## src/rtl/hydra_pkt_gen.sv

```systemverilog
// hydra_pkt_gen: framed packet stimulus generator for the hydra write side.
// Drives PORT_NUM independent channels with sop / header / payload / eop frames,
// honours per-channel pause, and sequences dest/prio as fixed, incrementing or
// LFSR-random.
// Ports:
//   clk, rst_n            clock, asynchronous active-low reset
//   start, stop           run launch (latches cfg_*) / graceful stop pulses
//   chan_en               per-channel enable, sampled at start
//   cfg_mode/len/prio/dest/gap/pkt_num   run configuration
//   pause                 per-channel backpressure (1-cycle response)
//   wr_sop/eop/vld/data   per-channel frame outputs, channel i at slice i
//   busy                  per-channel not-idle
//   done                  one-cycle pulse when the run completes
module hydra_pkt_gen #(
  parameter int unsigned PORT_NUM   = 16,
  parameter int unsigned DATA_WIDTH = 16,
  parameter int unsigned LEN_WIDTH  = 9,
  parameter int unsigned PRI_WIDTH  = 3,
  parameter int unsigned DEST_WIDTH = $clog2(PORT_NUM),
  parameter int unsigned GAP_WIDTH  = 8
) (
  input  logic                           clk,
  input  logic                           rst_n,
  input  logic                           start,
  input  logic                           stop,
  input  logic [PORT_NUM-1:0]            chan_en,
  input  logic [1:0]                     cfg_mode,
  input  logic [LEN_WIDTH-1:0]           cfg_len,
  input  logic [PRI_WIDTH-1:0]           cfg_prio,
  input  logic [DEST_WIDTH-1:0]          cfg_dest,
  input  logic [GAP_WIDTH-1:0]           cfg_gap,
  input  logic [15:0]                    cfg_pkt_num,
  input  logic [PORT_NUM-1:0]            pause,
  output logic [PORT_NUM-1:0]            wr_sop,
  output logic [PORT_NUM-1:0]            wr_eop,
  output logic [PORT_NUM-1:0]            wr_vld,
  output logic [PORT_NUM*DATA_WIDTH-1:0] wr_data,
  output logic [PORT_NUM-1:0]            busy,
  output logic                           done
);

  localparam int unsigned CNT_WIDTH  = 16;
  localparam int unsigned LFSR_WIDTH = 16;

  typedef enum logic [2:0] {S_IDLE, S_SOP, S_HDR, S_PAY, S_EOP, S_GAP} state_t;

  logic [1:0]            cfg_mode_q;
  logic [LEN_WIDTH-1:0]  cfg_len_q;
  logic [PRI_WIDTH-1:0]  cfg_prio_q;
  logic [DEST_WIDTH-1:0] cfg_dest_q;
  logic [GAP_WIDTH-1:0]  cfg_gap_q;
  logic [CNT_WIDTH-1:0]  cfg_pkt_num_q;
  logic                  busy_d;
  logic                  any_busy;
  logic                  start_acc;

  // Effective config: on the accepting edge the live inputs are used so the
  // first sop can capture its header fields in the same cycle.
  logic [1:0]            eff_mode;
  logic [PRI_WIDTH-1:0]  eff_prio;
  logic [DEST_WIDTH-1:0] eff_dest;

  assign any_busy  = |busy;
  assign start_acc = start & ~any_busy;
  assign eff_mode  = start_acc ? cfg_mode : cfg_mode_q;
  assign eff_prio  = start_acc ? cfg_prio : cfg_prio_q;
  assign eff_dest  = start_acc ? cfg_dest : cfg_dest_q;

  // Shared config latch and run-completion pulse.
  always_ff @(posedge clk or negedge rst_n) begin
    if (!rst_n) begin
      cfg_mode_q    <= '0;
      cfg_len_q     <= '0;
      cfg_prio_q    <= '0;
      cfg_dest_q    <= '0;
      cfg_gap_q     <= '0;
      cfg_pkt_num_q <= '0;
      busy_d        <= 1'b0;
      done          <= 1'b0;
    end else begin
      busy_d <= any_busy;
      done   <= (busy_d & ~any_busy) | (start_acc & ~(|chan_en));
      if (start_acc) begin
        cfg_mode_q    <= cfg_mode;
        cfg_len_q     <= cfg_len;
        cfg_prio_q    <= cfg_prio;
        cfg_dest_q    <= cfg_dest;
        cfg_gap_q     <= cfg_gap;
        cfg_pkt_num_q <= cfg_pkt_num;
      end
    end
  end

  for (genvar i = 0; i < PORT_NUM; i++) begin : g_ch
    state_t                state_q, state_n;
    logic                  sop_q, sop_n, eop_q, eop_n, vld_q, vld_n;
    logic [DATA_WIDTH-1:0] data_q, data_n;
    logic [LEN_WIDTH-1:0]  beat_q, beat_n;
    logic [GAP_WIDTH-1:0]  gap_cnt_q, gap_cnt_n;
    logic [CNT_WIDTH-1:0]  pkt_q, pkt_n;
    logic [DATA_WIDTH-1:0] pay_q, pay_n;
    logic [LFSR_WIDTH-1:0] lfsr_q, lfsr_n, lfsr_src, lfsr_adv;
    logic [DEST_WIDTH-1:0] nd_q, nd_n, nd_src;
    logic [DEST_WIDTH-1:0] hdr_dest_q, hdr_dest_n, cap_dest;
    logic [PRI_WIDTH-1:0]  hdr_prio_q, hdr_prio_n, cap_prio;
    logic                  stop_q, stop_n, armed_q, armed_n, busy_q, busy_n;
    logic                  launch_req, stop_now, do_sop;

    assign lfsr_src = start_acc ? LFSR_WIDTH'(i + 1) : lfsr_q;
    assign nd_src   = start_acc ? cfg_dest : nd_q;
    assign lfsr_adv = {lfsr_src[LFSR_WIDTH-2:0],
                       lfsr_src[15] ^ lfsr_src[13] ^ lfsr_src[12] ^ lfsr_src[10]};
    assign stop_now = stop_q | stop;
    // A launch blocked by pause stays armed until pause drops or stop arrives.
    assign launch_req = (start_acc & chan_en[i]) | (armed_q & ~stop);

    // Header fields captured whenever a sop is issued.
    always_comb begin
      cap_dest = eff_dest;
      cap_prio = eff_prio;
      case (eff_mode)
        2'd1: cap_dest = nd_src;
        2'd2: begin
          cap_dest = lfsr_src[DEST_WIDTH-1:0];
          cap_prio = lfsr_src[DEST_WIDTH +: PRI_WIDTH];
        end
        default: ;
      endcase
    end

    // Next-state and next-output logic; state_q names the beat currently on the bus.
    always_comb begin
      state_n    = state_q;
      sop_n      = 1'b0;
      eop_n      = 1'b0;
      vld_n      = 1'b0;
      data_n     = '0;
      beat_n     = beat_q;
      gap_cnt_n  = gap_cnt_q;
      pkt_n      = start_acc ? '0 : pkt_q;
      pay_n      = start_acc ? '0 : pay_q;
      lfsr_n     = lfsr_src;
      nd_n       = nd_src;
      hdr_dest_n = hdr_dest_q;
      hdr_prio_n = hdr_prio_q;
      stop_n     = stop_q | (stop & busy_q);
      armed_n    = 1'b0;
      do_sop     = 1'b0;
      if (state_q == S_IDLE) begin
        if (launch_req) begin
          if (pause[i]) armed_n = 1'b1;
          else begin
            state_n = S_SOP;
            do_sop  = 1'b1;
          end
        end
      end else if (!pause[i]) begin
        case (state_q)
          S_SOP: begin
            state_n = S_HDR;
            vld_n   = 1'b1;
            data_n  = DATA_WIDTH'({cfg_len_q, hdr_prio_q, hdr_dest_q});
          end
          S_HDR, S_PAY: begin
            if ((state_q == S_HDR && cfg_len_q == '0) ||
                (state_q == S_PAY && beat_q == cfg_len_q)) begin
              state_n = S_EOP;
              eop_n   = 1'b1;
              pkt_n   = pkt_q + CNT_WIDTH'(1);
            end else begin
              state_n = S_PAY;
              vld_n   = 1'b1;
              data_n  = pay_q;
              pay_n   = pay_q + DATA_WIDTH'(1);
              beat_n  = (state_q == S_HDR) ? LEN_WIDTH'(1) : beat_q + LEN_WIDTH'(1);
            end
          end
          S_EOP: begin
            if ((cfg_pkt_num_q != '0 && pkt_q == cfg_pkt_num_q) || stop_now) begin
              state_n = S_IDLE;
            end else if (cfg_gap_q != '0) begin
              state_n   = S_GAP;
              gap_cnt_n = cfg_gap_q - GAP_WIDTH'(1);
            end else begin
              state_n = S_SOP;
              do_sop  = 1'b1;
            end
          end
          S_GAP: begin
            if (stop_now) state_n = S_IDLE;
            else if (gap_cnt_q == '0) begin
              state_n = S_SOP;
              do_sop  = 1'b1;
            end else gap_cnt_n = gap_cnt_q - GAP_WIDTH'(1);
          end
          default: state_n = S_IDLE;
        endcase
      end
      if (do_sop) begin
        sop_n      = 1'b1;
        hdr_dest_n = cap_dest;
        hdr_prio_n = cap_prio;
        lfsr_n     = lfsr_adv;
        if (eff_mode == 2'd1) nd_n = nd_src + DEST_WIDTH'(1);
      end
      if (state_n == S_IDLE) stop_n = 1'b0;
      busy_n = (state_n != S_IDLE) | armed_n;
    end

    // Channel state and output registers.
    always_ff @(posedge clk or negedge rst_n) begin
      if (!rst_n) begin
        state_q    <= S_IDLE;
        sop_q      <= 1'b0;
        eop_q      <= 1'b0;
        vld_q      <= 1'b0;
        data_q     <= '0;
        beat_q     <= '0;
        gap_cnt_q  <= '0;
        pkt_q      <= '0;
        pay_q      <= '0;
        lfsr_q     <= '0;
        nd_q       <= '0;
        hdr_dest_q <= '0;
        hdr_prio_q <= '0;
        stop_q     <= 1'b0;
        armed_q    <= 1'b0;
        busy_q     <= 1'b0;
      end else begin
        state_q    <= state_n;
        sop_q      <= sop_n;
        eop_q      <= eop_n;
        vld_q      <= vld_n;
        data_q     <= data_n;
        beat_q     <= beat_n;
        gap_cnt_q  <= gap_cnt_n;
        pkt_q      <= pkt_n;
        pay_q      <= pay_n;
        lfsr_q     <= lfsr_n;
        nd_q       <= nd_n;
        hdr_dest_q <= hdr_dest_n;
        hdr_prio_q <= hdr_prio_n;
        stop_q     <= stop_n;
        armed_q    <= armed_n;
        busy_q     <= busy_n;
      end
    end

    assign wr_sop[i] = sop_q;
    assign wr_eop[i] = eop_q;
    assign wr_vld[i] = vld_q;
    assign busy[i]   = busy_q;
    assign wr_data[i*DATA_WIDTH +: DATA_WIDTH] = data_q;
  end

endmodule
```

## config.mk

```make
export PLATFORM = sky130hd
export DESIGN_NAME = hydra_pkt_gen
export DESIGN_NICKNAME = d
export VERILOG_FILES = /design/src/rtl/hydra_pkt_gen.sv
export SDC_FILE = /design/constraint.sdc
export NUM_CORES = 2
export LEC_CHECK = 0
export BUFFER_PORTS_ARGS = -buffer_cell sky130_fd_sc_hd__buf_2
export CAP_MARGIN = 10
export CORE_UTILIZATION = 55
export CTS_BUF_LIST = sky130_fd_sc_hd__clkbuf_8
export CTS_CLUSTER_DIAMETER = 50
export DETAILED_ROUTE_END_ITERATION = 8
export PLACE_DENSITY = 0.73
export SETUP_SLACK_MARGIN = 0.3
export SLEW_MARGIN = 0
export SYNTH_ARGS = -nofsm -noshare
export SYNTH_HDL_FRONTEND = slang
export SYNTH_SLANG_ARGS = --single-unit
```

## constraint.sdc

```tcl
create_clock -name clk -period 5.7 [get_ports clk]
set_input_delay 1.14 -clock clk [delete_from_list [all_inputs] [get_ports clk]]
set_output_delay 1.14 -clock clk [all_outputs]
set_load 0.005 [all_outputs]
```

==> impl_metrics.csv <==
group,metric,value,unit
placement,place.gp.congestion,0.950,
routing,via_count,76000,
setup_path,worst-endpoint-required,6.65,ns
grt,track_usage,0.350,
setup_path,critPathCaptureType,"register",
final_layout,drive_above_1_share,0.118,
final_layout,fin_util,0.617,
flow_run,max_cap_viol_count,0,
power_and_ir_drop,swShare,0.337,
setup_path,cp.buffers_inverters,1,
clocking,insertion_delay,1.03,ns
placement,dp.cells,11400,
power_and_ir_drop,intPower,0.0210,W
power_and_ir_drop,power_leakage,46.5,nW
clocking,clockBufferDepth,4,
power_and_ir_drop,p_switching,0.0107,W
routing,firstDrtPassIters,8,
final_layout,synthToLayoutAreaGrowth,10.9,%
sta,skew,0.0779,ns
sta,hold_viol,0,
final_layout,stdcell_count,11900,
clocking,post_cts_buffers,0,
setup_path,cpPeakStageDelay,0.82,ns
sta,fmax,210,MHz
floorplan,die_w,398,um
status,status,"completed",
sta,drv_slew,0,
sta,setup-tns-final,0,ns
synthesis,yosysSeqAreaShare,0.483,
routing,vias_per_cell,6.39,
setup_path,crit_path_top_delay_cell,"nor4_1",
clocking,postCtsResizedCells,0,
floorplan,coreArea,155000,um2
synthesis,syn_inst,9463,
power_and_ir_drop,combPwrFrac,0.197,
floorplan,ios,399,
power_and_ir_drop,power_density,332,nW/um2
setup_path,crit_chain,"nor4_1, nand3_1, nor2_4, buf_4, nand2_1, and3_1, a211oi_1, a21o_1",
synthesis,ys_types,91,
min_path,min_path_type,"in2async",
grt,first_global_vias,71400,
routing,drt_iter0_markers,8995,
synthesis,synth_seq_cells,1660,
synthesis,synth_area_leaders,"dfrtp_1 48%, nor2_1 5.0%, o21ai_0 5.0%, nand2_1 4.3%, xor2_1 3.1%",
final_layout,final_cell_mix,"1,651 x dfrtp_1, 1,153 x nor2_1, 996 x nand2_1, 852 x o21ai_0, 423 x a21oi_1",
routing,ant_nets,0,
setup_path,worstPathArrival,5.70,ns
grt,grt_pass1_wl,427,mm
final_layout,nets,9830,
clocking,holdBufCountCts,0,
sta,worst_pin_slew,1.26,ns
sta,slew-limit-headroom,0.157,
floorplan,dieHeight,398,um
clocking,cts_tree,"done",
grt,grt.overflow.total,0,
power_and_ir_drop,p_seq_frac,0.447,
power_and_ir_drop,ir_worst_vdd,260,uV
clocking,path_clk_slew,0.07,ns
synthesis,async_flop_share,1.00,
sta,setup_viol,0,
synthesis,synthFlopType,"dfrtp_1",
routing,routed_wl,281,mm
routing,drc,0,
setup_path,worst_setup_path_start_kind,"register",
synthesis,synth_area,86100,um2
setup_path,crit_family,"simple AND/OR/NAND/NOR gates",
placement,placed_cell_area,89500,um2
floorplan,initial_core_util,0.556,
synthesis,synth_top_cell_area_share,0.483,
synthesis,synth_warnings,0,
synthesis,syn_nets,9642,
sta,rsz0062_at_grt,"no",
setup_path,worstPathMaxFanout,49,
synthesis,synth_edf_count,0,
final_layout,final_common_cell,"dfrtp_1",
sta,finalCritPeriodShare,0.834,
synthesis,synth_area_per_cell,9.10,um2
power_and_ir_drop,clock_power_share,0.355,
setup_path,setup.worst_path.class,"reg2reg",
floorplan,die_area,158000,um2
floorplan,rows,144,
placement,dpl.hpwl,190,mm
clocking,htreeDepth,5,
placement,portBuffers,398,
clocking,clock-root-buffer,"clkbuf_8",
final_layout,finalInstanceArea,95400,um2
synthesis,netlist.top_cell.by_area,"dfrtp_1",
clocking,cts_buffers,303,
routing,post_drt_wl_per_cell,23.6,um
sta,fin_crit,4.76,ns
grt,antenna_found_initial,18,
grt,grt_max_degree,155,
clocking,cts_sinks,1660,
## metrics by stage
stage               power, W  hold slack [ns]  setup slack [ns]
floorplan             0.0181            0.433              1.24
global placement      0.0202            0.447              1.21
detailed placement    0.0204            0.452              1.01
CTS                   0.0317            0.171              1.12
global route          0.0331            0.219             0.970
finish                0.0317            0.169             0.945
## path summary, 6_finish.rpt
path                                startpoint                     to  slack (ns)  cells after the start
worst min-delay path                     rst_n      cfg_pkt_num_q[11]        0.17                      1
worst max-delay path            g_ch[2].busy_q  g_ch[2].hdr_dest_q[0]        0.94                      8
max in group asynchronous                rst_n      g_ch[6].pay_q[13]        4.07                      2
worst min register to register   cfg_dest_q[1]          cfg_dest_q[1]        0.47                      2
worst max register to register  g_ch[2].busy_q  g_ch[2].hdr_dest_q[0]        0.94                      8
min in group clk                cfg_pkt_num[6]       cfg_pkt_num_q[6]        0.32                      3
## synthesized netlist by cell type, types with 155 or more instances
| library cell | n |
|---|---|
| o21ai_0 | 853 |
| xor2_1 | 303 |
| nand2_1 | 997 |
| nand3_1 | 380 |
| a21oi_1 | 429 |
| inv_1 | 155 |
| a22oi_1 | 257 |
| nor2_1 | 1155 |
| dfrtp_1 | 1660 |
| and3_1 | 222 |
| mux2i_1 | 240 |
| nor3_1 | 218 |
| clkbuf_1 | 444 |
| xnor2_1 | 238 |
## kinds of logic (layout without fill, tap and decap cells)
kind of cell,Yosys count,in the layout,synth area share
AND/OR/NAND/NOR,3664,3664,0.199
other,0,11,0
multiplexers,307,307,0.0367
adder cells (fa/ha/maj),101,101,0.0147
flip-flops,1660,1660,0.483
AO/OA/AOI/OAI,2338,2338,0.170
buffers and inverters,852,1239,0.0423
XOR/XNOR,541,541,0.0551
## sequential cells by signal, summed over array words and instances, names as in the netlist, 48 cells and up
name,flops
g_ch.hdr_dest_q,64
g_ch.nd_q,64
g_ch.state_q,48
g_ch.beat_q,144
g_ch.pay_q,256
g_ch.data_q,256
g_ch.pkt_q,256
g_ch.hdr_prio_q,48
g_ch.lfsr_q,256
g_ch.gap_cnt_q,128
## routing by layer
| metal | track usage | part of all wire |
|---|---|---|
| met5 | 0 | 0.00020 |
| met4 | 0.193 | 0.058 |
| met3 | 0.0761 | 0.10 |
| met2 | 0.510 | 0.43 |
| met1 | 0.485 | 0.41 |
## power groups by stage
| stage | Combinational [W] | Clock, W | Sequential (W) |
|---|---|---|---|
| 6_report | 0.00626 | 0.0113 | 0.0142 |
| 5_1_grt | 0.00683 | 0.0119 | 0.0143 |
| 4_1_cts | 0.00614 | 0.0114 | 0.0141 |
| 3_5_place_dp | 0.00611 | 0 | 0.0143 |
| 3_3_place_gp | 0.00596 | 0 | 0.0143 |
| 2_1_floorplan | 0.00437 | 0 | 0.0137 |
## area by class of cell
cell class / count / area (um2)
multi-input cells: 6951 / 41200
inverters: 163 / 612
clock inverters: 123 / 667
repair buffers: 572 / 3540
clock buffers: 381 / 5240
well taps: 2044 / 2560
diodes: 11 / 27.5
flip-flops and latches: 1660 / 41600
fillers: 12900 / 59300
Note: power is estimated with default switching activity, not from simulation.
